==> config.mk <==
export PLATFORM = sky130hd
export DESIGN_NAME = sfifo_lvl
export DESIGN_NICKNAME = d
export VERILOG_FILES = /design/src/rtl/sfifo_pkg.sv /design/src/rtl/sfifo_lvl_dpram.sv /design/src/rtl/sfifo_lvl.sv
export SDC_FILE = /design/constraint.sdc
export NUM_CORES = 2
export LEC_CHECK = 0
export BUFFER_PORTS_ARGS = -buffer_cell sky130_fd_sc_hd__buf_2
export CORE_ASPECT_RATIO = 0.7
export CORE_MARGIN = 2
export CORE_UTILIZATION = 51
export CTS_CLUSTER_DIAMETER = 120
export DETAILED_ROUTE_END_ITERATION = 12
export PLACE_DENSITY = 0.69
export SETUP_SLACK_MARGIN = 0.1
export SYNTH_ARGS = -nofsm -noshare
export SYNTH_HDL_FRONTEND = slang
export SYNTH_SLANG_ARGS = --single-unit
==> constraint.sdc <==
create_clock -name clk -period 3.6 [get_ports clk]
set_clock_uncertainty 0.15 [all_clocks]
set_input_delay 0.54 -clock clk [delete_from_list [all_inputs] [get_ports clk]]
set_output_delay 0.54 -clock clk [all_outputs]
set_load 0.02 [all_outputs]
==> src/rtl/sfifo_pkg.sv <==
// Shared definitions for the level-reporting synchronous FIFO family:
// address-width helper and the reset value of a data word.
package sfifo_pkg;

  function automatic int unsigned addr_w(input int unsigned depth);
    return (depth > 32'd1) ? $clog2(depth) : 32'd1;
  endfunction

  localparam logic DATA_RST_BIT = 1'b0;

endpackage

==> src/rtl/sfifo_lvl_dpram.sv <==
// Depth x Width dual-port RAM: synchronous write port, registered read port.
// Only the read register is reset; the storage array is not.
module sfifo_lvl_dpram
  import sfifo_pkg::*;
#(
  parameter int unsigned Depth = 512,
  parameter int unsigned Width = 8,
  parameter int unsigned AW    = 9
) (
  input  logic             clk,
  input  logic             rst,
  input  logic             WrEn,
  input  logic [AW-1:0]    WrAddr,
  input  logic [Width-1:0] WrData,
  input  logic             RdEn,
  input  logic [AW-1:0]    RdAddr,
  output logic [Width-1:0] RdData
);

  logic [Width-1:0] mem_q [Depth];
  logic [Width-1:0] rd_data_q;

  // Storage array write port.
  always_ff @(posedge clk) begin
    if (WrEn) begin
      mem_q[WrAddr] <= WrData;
    end
  end

  // Registered read port; holds its value when no read is issued.
  always_ff @(posedge clk or posedge rst) begin
    if (rst) begin
      rd_data_q <= {Width{DATA_RST_BIT}};
    end else if (RdEn) begin
      rd_data_q <= mem_q[RdAddr];
    end
  end

  assign RdData = rd_data_q;

endmodule

==> src/rtl/sfifo_lvl.sv <==
// Single-clock FIFO with fill level, almost-full/almost-empty flags and read-valid strobe.
// Optional sticky overflow/underflow flags are enabled by defining SFIFO_LVL_ERRFLAG_EN.
module sfifo_lvl
  import sfifo_pkg::*;
#(
  parameter int unsigned Depth    = 512,
  parameter int unsigned Width    = 8,
  parameter int unsigned AFThresh = Depth - 4,
  parameter int unsigned AEThresh = 4
) (
  input  logic                   clk,
  input  logic                   reset,
  input  logic [Width-1:0]       WRData,
  input  logic                   FIFOWrReq,
  input  logic                   FIFORdReq,
  input  logic                   ErrClr,
  output logic [Width-1:0]       RDData,
  output logic                   RDValid,
  output logic                   FIFOFull,
  output logic                   FIFOEmpty,
  output logic                   AlmostFull,
  output logic                   AlmostEmpty,
  output logic [$clog2(Depth):0] Level,
  output logic                   Overflow,
  output logic                   Underflow
);

  localparam int unsigned AW = addr_w(Depth);
  localparam int unsigned LW = AW + 1;
  localparam logic [LW-1:0] DEPTH_L = LW'(Depth);
  localparam logic [LW-1:0] AF_L    = LW'(AFThresh);
  localparam logic [LW-1:0] AE_L    = LW'(AEThresh);

  logic [LW-1:0] wr_ptr_q, wr_ptr_d;
  logic [LW-1:0] rd_ptr_q, rd_ptr_d;
  logic [LW-1:0] level_q, level_d;
  logic          rd_valid_q, rd_valid_d;
  logic          full_s, empty_s;
  logic          wr_acc_s, rd_acc_s;

  assign full_s  = (level_q == DEPTH_L);
  assign empty_s = (level_q == {LW{1'b0}});

  // Acceptance, pointer advance and level bookkeeping.
  always_comb begin
    wr_acc_s   = FIFOWrReq & ~full_s;
    rd_acc_s   = FIFORdReq & ~empty_s;
    wr_ptr_d   = wr_ptr_q;
    rd_ptr_d   = rd_ptr_q;
    level_d    = level_q;
    rd_valid_d = rd_acc_s;
    if (wr_acc_s) begin
      wr_ptr_d = wr_ptr_q + LW'(1);
    end else begin
      wr_ptr_d = wr_ptr_q;
    end
    if (rd_acc_s) begin
      rd_ptr_d = rd_ptr_q + LW'(1);
    end else begin
      rd_ptr_d = rd_ptr_q;
    end
    case ({wr_acc_s, rd_acc_s})
      2'b10:   level_d = level_q + LW'(1);
      2'b01:   level_d = level_q - LW'(1);
      default: level_d = level_q;
    endcase
  end

  // Pointer, level and read-valid state.
  always_ff @(posedge clk or posedge reset) begin
    if (reset) begin
      wr_ptr_q   <= {LW{1'b0}};
      rd_ptr_q   <= {LW{1'b0}};
      level_q    <= {LW{1'b0}};
      rd_valid_q <= 1'b0;
    end else begin
      wr_ptr_q   <= wr_ptr_d;
      rd_ptr_q   <= rd_ptr_d;
      level_q    <= level_d;
      rd_valid_q <= rd_valid_d;
    end
  end

  // The wrap bits are kept for pointer symmetry; fullness comes from the level counter.
  logic unused_ptr_msb_s;
  assign unused_ptr_msb_s = wr_ptr_q[AW] ^ rd_ptr_q[AW];

  sfifo_lvl_dpram #(
    .Depth (Depth),
    .Width (Width),
    .AW    (AW)
  ) u_ram (
    .clk    (clk),
    .rst    (reset),
    .WrEn   (wr_acc_s),
    .WrAddr (wr_ptr_q[AW-1:0]),
    .WrData (WRData),
    .RdEn   (rd_acc_s),
    .RdAddr (rd_ptr_q[AW-1:0]),
    .RdData (RDData)
  );

  assign RDValid     = rd_valid_q;
  assign FIFOFull    = full_s;
  assign FIFOEmpty   = empty_s;
  assign AlmostFull  = (level_q >= AF_L);
  assign AlmostEmpty = (level_q <= AE_L);
  assign Level       = level_q;

`ifdef SFIFO_LVL_ERRFLAG_EN
  logic ovf_q, ovf_d;
  logic udf_q, udf_d;

  // Sticky error flags: a new error in the clearing cycle wins over ErrClr.
  always_comb begin
    ovf_d = ovf_q;
    udf_d = udf_q;
    if (FIFOWrReq & full_s) begin
      ovf_d = 1'b1;
    end else if (ErrClr) begin
      ovf_d = 1'b0;
    end else begin
      ovf_d = ovf_q;
    end
    if (FIFORdReq & empty_s) begin
      udf_d = 1'b1;
    end else if (ErrClr) begin
      udf_d = 1'b0;
    end else begin
      udf_d = udf_q;
    end
  end

  // Error flag registers.
  always_ff @(posedge clk or posedge reset) begin
    if (reset) begin
      ovf_q <= 1'b0;
      udf_q <= 1'b0;
    end else begin
      ovf_q <= ovf_d;
      udf_q <= udf_d;
    end
  end

  assign Overflow  = ovf_q;
  assign Underflow = udf_q;
`else
  logic unused_errclr_s;
  assign unused_errclr_s = ErrClr;
  assign Overflow        = 1'b0;
  assign Underflow       = 1'b0;
`endif

endmodule

# Word-level counts from Yosys, hierarchy flattened
# Memories as Yosys holds them, arrays and structs flattened. A register that Yosys moved wholly into a read port is not among the register bits.
# Index checks and enable logic that the tools add are counted.
# word_totals
register_bits	31
latchBits	0
mem_bits_rw	4096
romBits	0
input_bits	13
output_inout_bits	25
memories	1
# memory_table
name	words	width	read_ports	rd_clocked_by_memory_dff	wr	line	rtl
u_ram.mem_q	512	8	1	1	1	sfifo_lvl_dpram.sv:20	logic [Width-1:0] mem_q [Depth];
# classes
n_addsub	4
mul	0
div	0
n_lt_le_gt_ge	2
n_eq_ne	3
shift	0
muxes	3
n_bitwise	4
reduce_logical	2
# ops
op	n
$add A10 B1 Y10 const B	3
$pmux W10 S2	1
$eq A10 B10 Y1 const B	1
$ge A10 B9 Y1 const B	1
$le A10 B3 Y1 const B	1
$logic_not A10 Y1	1
$sub A10 B1 Y10 const B	1
$and A1 B1 Y1	2
$eq A2 B1 Y1 const B	1
$eq A2 B2 Y1 const B	1
$mux W1	2
$not A1 Y1	2
$reduce_bool A2 Y1	1

# Depth between registers and ports, before layout
# depth
depth_word	5
mapped_depth	15

# Cells and area by module
# From an unflattened synthesis, not the netlist that was laid out.
# hier_totals
hier_cells	7574
hier_area_um2	160570.2
# modules_own_cells
mod	n_inst	cells_each	area_each_um2	seq_area_each_um2
sfifo_lvl_dpram	1	7420	158957.5	123198.2
sfifo_lvl	1	154	1612.8	725.7

# Worst setup path before layout
# OpenSTA, ideal clock, no wires.
# synth_timing
path_type	reg-to-reg
from	register level_q[3] (netlist: Level[3])
to	register level_q[9] (netlist: Level[9])
setup_time_ps	110
arrival_time_ps	3545
required_ps	3340
path_slack_ps	-205
stages_incl_launch_ff	16
n_path_buf	1
period_less_slack_ps	3805
cell_sequence	dfrtp_1 -> nor4_1 -> nand4_1 -> and2_1 -> clkbuf_1 -> inv_1 -> ha_1 -> ha_1 -> a21o_1 -> a21oi_1 -> o21bai_1 -> a21oi_1 -> o21ai_0 -> a21oi_1 -> mux2i_1 -> o41ai_1
# synth_via
elab_chain_cells	5
word_cells_on_any_way	12
cone_classes	add/sub (2); eq/ne (3); mux (1); bitwise (4); reduce/logical (2)
# synth_rtl
item	line	rtl
start, declared	sfifo_lvl.sv:36	logic [LW-1:0] level_q, level_d;
start signal, assigned	sfifo_lvl.sv:74	level_q <= {LW{1'b0}};
start signal, assigned	sfifo_lvl.sv:79	level_q <= level_d;
branches (longest 5 deep; another with $sub A10 B1 Y10)	n/a	
# Parallel ways; which one is timed is not known.
# A chain may end at the register's enable or synchronous reset.

==> run metrics <==
sequential-to-total area share from yosys stat=a little under 80%; clk sink count=~4,100; hold wc startpoint=WRData[2]; pwr dens=758 nW/um2; area of all placed cells without fillers=186,000 um2; leading area contributor after synthesis=sky130_fd_sc_hd__edfxtp_1; compound-gate portion of the synthesized area=1.70%; most frequently used cell type in the post-synthesis netlist=sky130_fd_sc_hd__edfxtp_1; family of cells with the greatest summed delay on the critical path=compound AO/OA/AOI/OAI gates; fraction of final layout cells with drive strength greater than 1=roughly 33%; post-synthesis cell area=~160,000 um2; area of the die=~320,000 um2; multiplexer fraction of the synthesized cell area=between 15 and 20%; TritonCTS clock tree=done; post-synthesis simple-gate area fraction=around 2.4%; fill cell count=21,365; detailed-route wire length=around 430,000 um; count of pins over their slew limit=0; utilization of the core after routing=around three fifths; fraction of post-synthesis cell area in the top cell type by area=around three quarters; dominant combinational cell family by area after synthesis=multiplexers; area overhead of the layout relative to synthesis=15.9%; timing startpoint of the critical path=rd_ptr_q[0]; Hold Vio Cnt, Final=0; clock edge transition at the registers on the reported setup and hold paths=about 0.070 ns; type of element launching the critical path=flop; uppermost layer routed=met5; die extent in x=675 um; root buffer selected by CTS=sky130_fd_sc_hd__clkbuf_16; Min Clock Period, post-route=3.61 ns; worst reg2reg startpoint=rd_ptr_q[0]; Hold Path Cell Cnt=1; relative contribution of combinational cells to total power=about a third; critical path peak fanout=6; number of H-tree levels=5; worst endpoint required time=approximately 4.3 ns; overall fraction of global-route tracks in use=between 20% and 30%; worst setup slack for register-to-register paths=-0.005 ns; Vias=between 80,000 and 90,000; number of ports placed on the die boundary=38; number of standard-cell rows in the floorplan=~170; via count of the first global-routing pass=79,645; Gate Count Post-Synth=between 7,000 and 8,000; first drt pass iteration count=6; portion of the clock cycle consumed by the worst path in the final layout=100%; depth of the worst register-to-register path=11; end point of the worst hold path=u_ram.mem_q[2][2]; top flip-flop cell by instance count after synthesis=sky130_fd_sc_hd__edfxtp_1; worst vdd rail ir drop=a little over 0.6 mV; Starting DRT DRC Count=13,324; routed metal-1 wirelength=about 170,000 um; static leakage=58.7 nW; core footprint=between 300,000 and 400,000 um2; XOR/XNOR share of the synthesized area=less than 1%; largest buffer count on any clock path=4; number of buffer cells added on primary ports=34; Final Setup Violations=1; Worst Setup Path Type=reg2reg; run status=finished, violations left; RR Endpoint=u_ram.RdData[6]; Post-synth EDFFs=4,096; final layout net count=~8,000; Area contributors post-synth=sky130_fd_sc_hd__edfxtp_1 77%, sky130_fd_sc_hd__mux4_2 16%, sky130_fd_sc_hd__nor2_1 1.3%; relative slew slack=about 29%; number of synthesized register bits=roughly 4,100; violations in the final reports=negative setup slack; per-instance average area after synthesis=roughly 22 um2; Async S/R FF share, synth=less than 1%; max-cap viol count=0; distinct cell type count of the synthesized netlist=66; share of power burned in the clock network=between 20 and 30%; number of synthesis warnings=0; largest net degree at the start of global routing=about 150; placed wire-length estimate=approximately 260,000 um; wire length per cell after detailed routing=between 30 and 40 um; TritonCTS Buffers=382; Critical path buffers and inverters=5; global placement routability congestion=0.887; met2 wire len=roughly 190,000 um; worst slew pin tran=between 1 and 1.5 ns; source-to-sink clock delay at the later pin of the worst-skew pair=slightly above 0.9 ns; unrepaired setup endpoints after global routing=yes; crit-path cells=buf_12 -> buf_16 -> buf_8 -> clkbuf_16 -> buf_4 -> mux4_2 -> a22oi_1 -> a21oi_1 -> nor4_2 -> nor4_4 -> a221o_1; met3 WL post-DR=57,300 um; most used standard cells in the synthesized netlist=4,096 x sky130_fd_sc_hd__edfxtp_1, 1,116 x sky130_fd_sc_hd__mux4_2, 552 x sky130_fd_sc_hd__nor2_1; cell-internal power=between 90 and 100 mW; longest individual stage delay on the worst path=between 0.5 and 0.6 ns; number of antenna violations at the first check in global routing=15; worst hold path type=in2reg; Remaining DRCs=0; cell at the slowest stage of the critical path=sky130_fd_sc_hd__dfrtp_4; adder-cell share of the synthesized area=0.121%; Worst Slack Setup Final=-0.00537 ns; CP arrival=4.25 ns; Antenna Nets Post-Route=0; first-pass GRT wire length=600,000 um; Max Freq=about 280 MHz; Die Height=474 um; cell area after placement=between 150,000 and 200,000 um2; endpoint type of the worst setup path=flop; starting utilization of the core area=51.3%; sequential group share of total power=38.0%; Sw Ratio=30.7%; via density per instance=between 6 and 7; residual overflow from global routing=0; net switching power=roughly 43 mW
[metal layers]
layer / vias to the layer above / GRT usage, %
met5: - / 0
met4: 6 / 7.89
met3: 686 / 7.28
met2: 5743 / 38.0
met1: 43519 / 40.1
li1: 32055 / -
[worst max-delay path by stage]
stage               cells past startpoint  slack [ns]               to
global route                           14        0.01  u_ram.RdData[4]
global placement                        9       -0.63  u_ram.RdData[3]
finish                                 11      -0.005  u_ram.RdData[6]
floorplan                              15        0.11         Level[9]
detailed placement                      9       -0.42  u_ram.RdData[4]
CTS                                     9        0.06  u_ram.RdData[7]
[placed cells by master, fill, tap and decap left out, types with 12 or more instances in the layout]
master,Yosys,routed
sky130_fd_sc_hd__nor2_2,0,89
sky130_fd_sc_hd__nand3_1,25,23
sky130_fd_sc_hd__buf_12,0,141
sky130_fd_sc_hd__buf_4,72,550
sky130_fd_sc_hd__clkinv_1,0,86
sky130_fd_sc_hd__o221ai_1,15,12
sky130_fd_sc_hd__mux2_2,18,18
sky130_fd_sc_hd__mux2i_1,190,177
sky130_fd_sc_hd__clkbuf_16,0,399
sky130_fd_sc_hd__ha_1,14,13
sky130_fd_sc_hd__buf_8,4,22
sky130_fd_sc_hd__xnor2_1,19,19
sky130_fd_sc_hd__edfxtp_1,4096,4096
sky130_fd_sc_hd__o22ai_2,0,12
sky130_fd_sc_hd__clkbuf_1,182,66
sky130_fd_sc_hd__buf_6,60,37
sky130_fd_sc_hd__dfrtp_1,37,29
sky130_fd_sc_hd__nor2_1,552,456
sky130_fd_sc_hd__nor3_1,38,27
sky130_fd_sc_hd__nand4_1,14,14
sky130_fd_sc_hd__clkinv_2,0,72
sky130_fd_sc_hd__nand2_4,0,16
sky130_fd_sc_hd__a22oi_1,42,34
sky130_fd_sc_hd__nor2b_1,48,41
sky130_fd_sc_hd__a211oi_2,0,25
sky130_fd_sc_hd__buf_16,0,32
sky130_fd_sc_hd__o21ai_0,45,36
sky130_fd_sc_hd__bufinv_16,0,43
sky130_fd_sc_hd__buf_2,98,26
sky130_fd_sc_hd__o22ai_1,67,53
sky130_fd_sc_hd__mux4_2,1116,1116
sky130_fd_sc_hd__a21oi_1,75,59
sky130_fd_sc_hd__and2_1,23,21
sky130_fd_sc_hd__nand2_1,132,112
sky130_fd_sc_hd__a211oi_1,80,50
sky130_fd_sc_hd__a21oi_2,0,14
[area by class of cell]
class / count / area (um2) / area share (%)
clock inverters: 228 / 2270 / 1.22
inverters: 14 / 65.1 / 0.0349
multi-input cells: 2659 / 35600 / 19.1
clock buffers: 458 / 10000 / 5.38
flip-flops and latches: 4133 / 124000 / 66.5
diodes: 6 / 15.0 / 0.00806
repair buffers: 829 / 9160 / 4.92
well taps: 4176 / 5230 / 2.80
[power by group through the flow]
| stage | Combinational (mW) | Sequential (mW) | Clock [mW] |
|---|---|---|---|
| after floorplan | 24.5 | 54.6 | 0 |
| after global placement | 41.5 | 54.7 | 0 |
| after detailed placement | 41.8 | 54.7 | 0 |
| after CTS | 44.0 | 53.7 | 40.7 |
| after global routing | 48.5 | 53.7 | 42.6 |
| final | 47.1 | 53.7 | 40.5 |
[metrics by stage]
step / power, mW / setup slack, ns / setup TNS [ns] / instances / hold slack [ns]
floorplan: 79.0 / 0.109 / 0 / 7252 / 0.305
global placement: 96.2 / -0.634 / -1.36 / 11646 / 0.334
detailed placement: 96.5 / -0.418 / -0.852 / 11647 / 0.330
CTS: 138 / 0.0613 / 0 / 12395 / 0.0816
global route: 145 / 0.0133 / 0 / 12497 / 0.0824
finish: 141 / -0.00537 / -0.00537 / 12503 / 0.0786
[sequential cells by signal (all words and copies together), names as in the netlist]
signal,count
RDValid,1
u_ram.mem_q,4096
Level,10
u_ram.RdData,8
wr_ptr_q,9
rd_ptr_q,9
[kinds of logic (layout without fill, tap and decap cells)]
kind of cell             Yosys count  after routing
adder cells (fa/ha/maj)           15             15
multiplexers                    1324           1324
other                              1              8
AND/OR/NAND/NOR                  888            888
flip-flops                      4133           4133
buffers and inverters            460           1529
XOR/XNOR                          24             24
AO/OA/AOI/OAI                    406            406
[what timing repair did]
item	in CTS	in global routing
setup endpoints to repair	43	853
hold endpoints to repair	171	0
gates cloned	12	9
setup buffers	43	95
gates resized for setup	114	290
hold buffers	7	0
pin swaps	10	54
(Power assumes the default switching activity.)
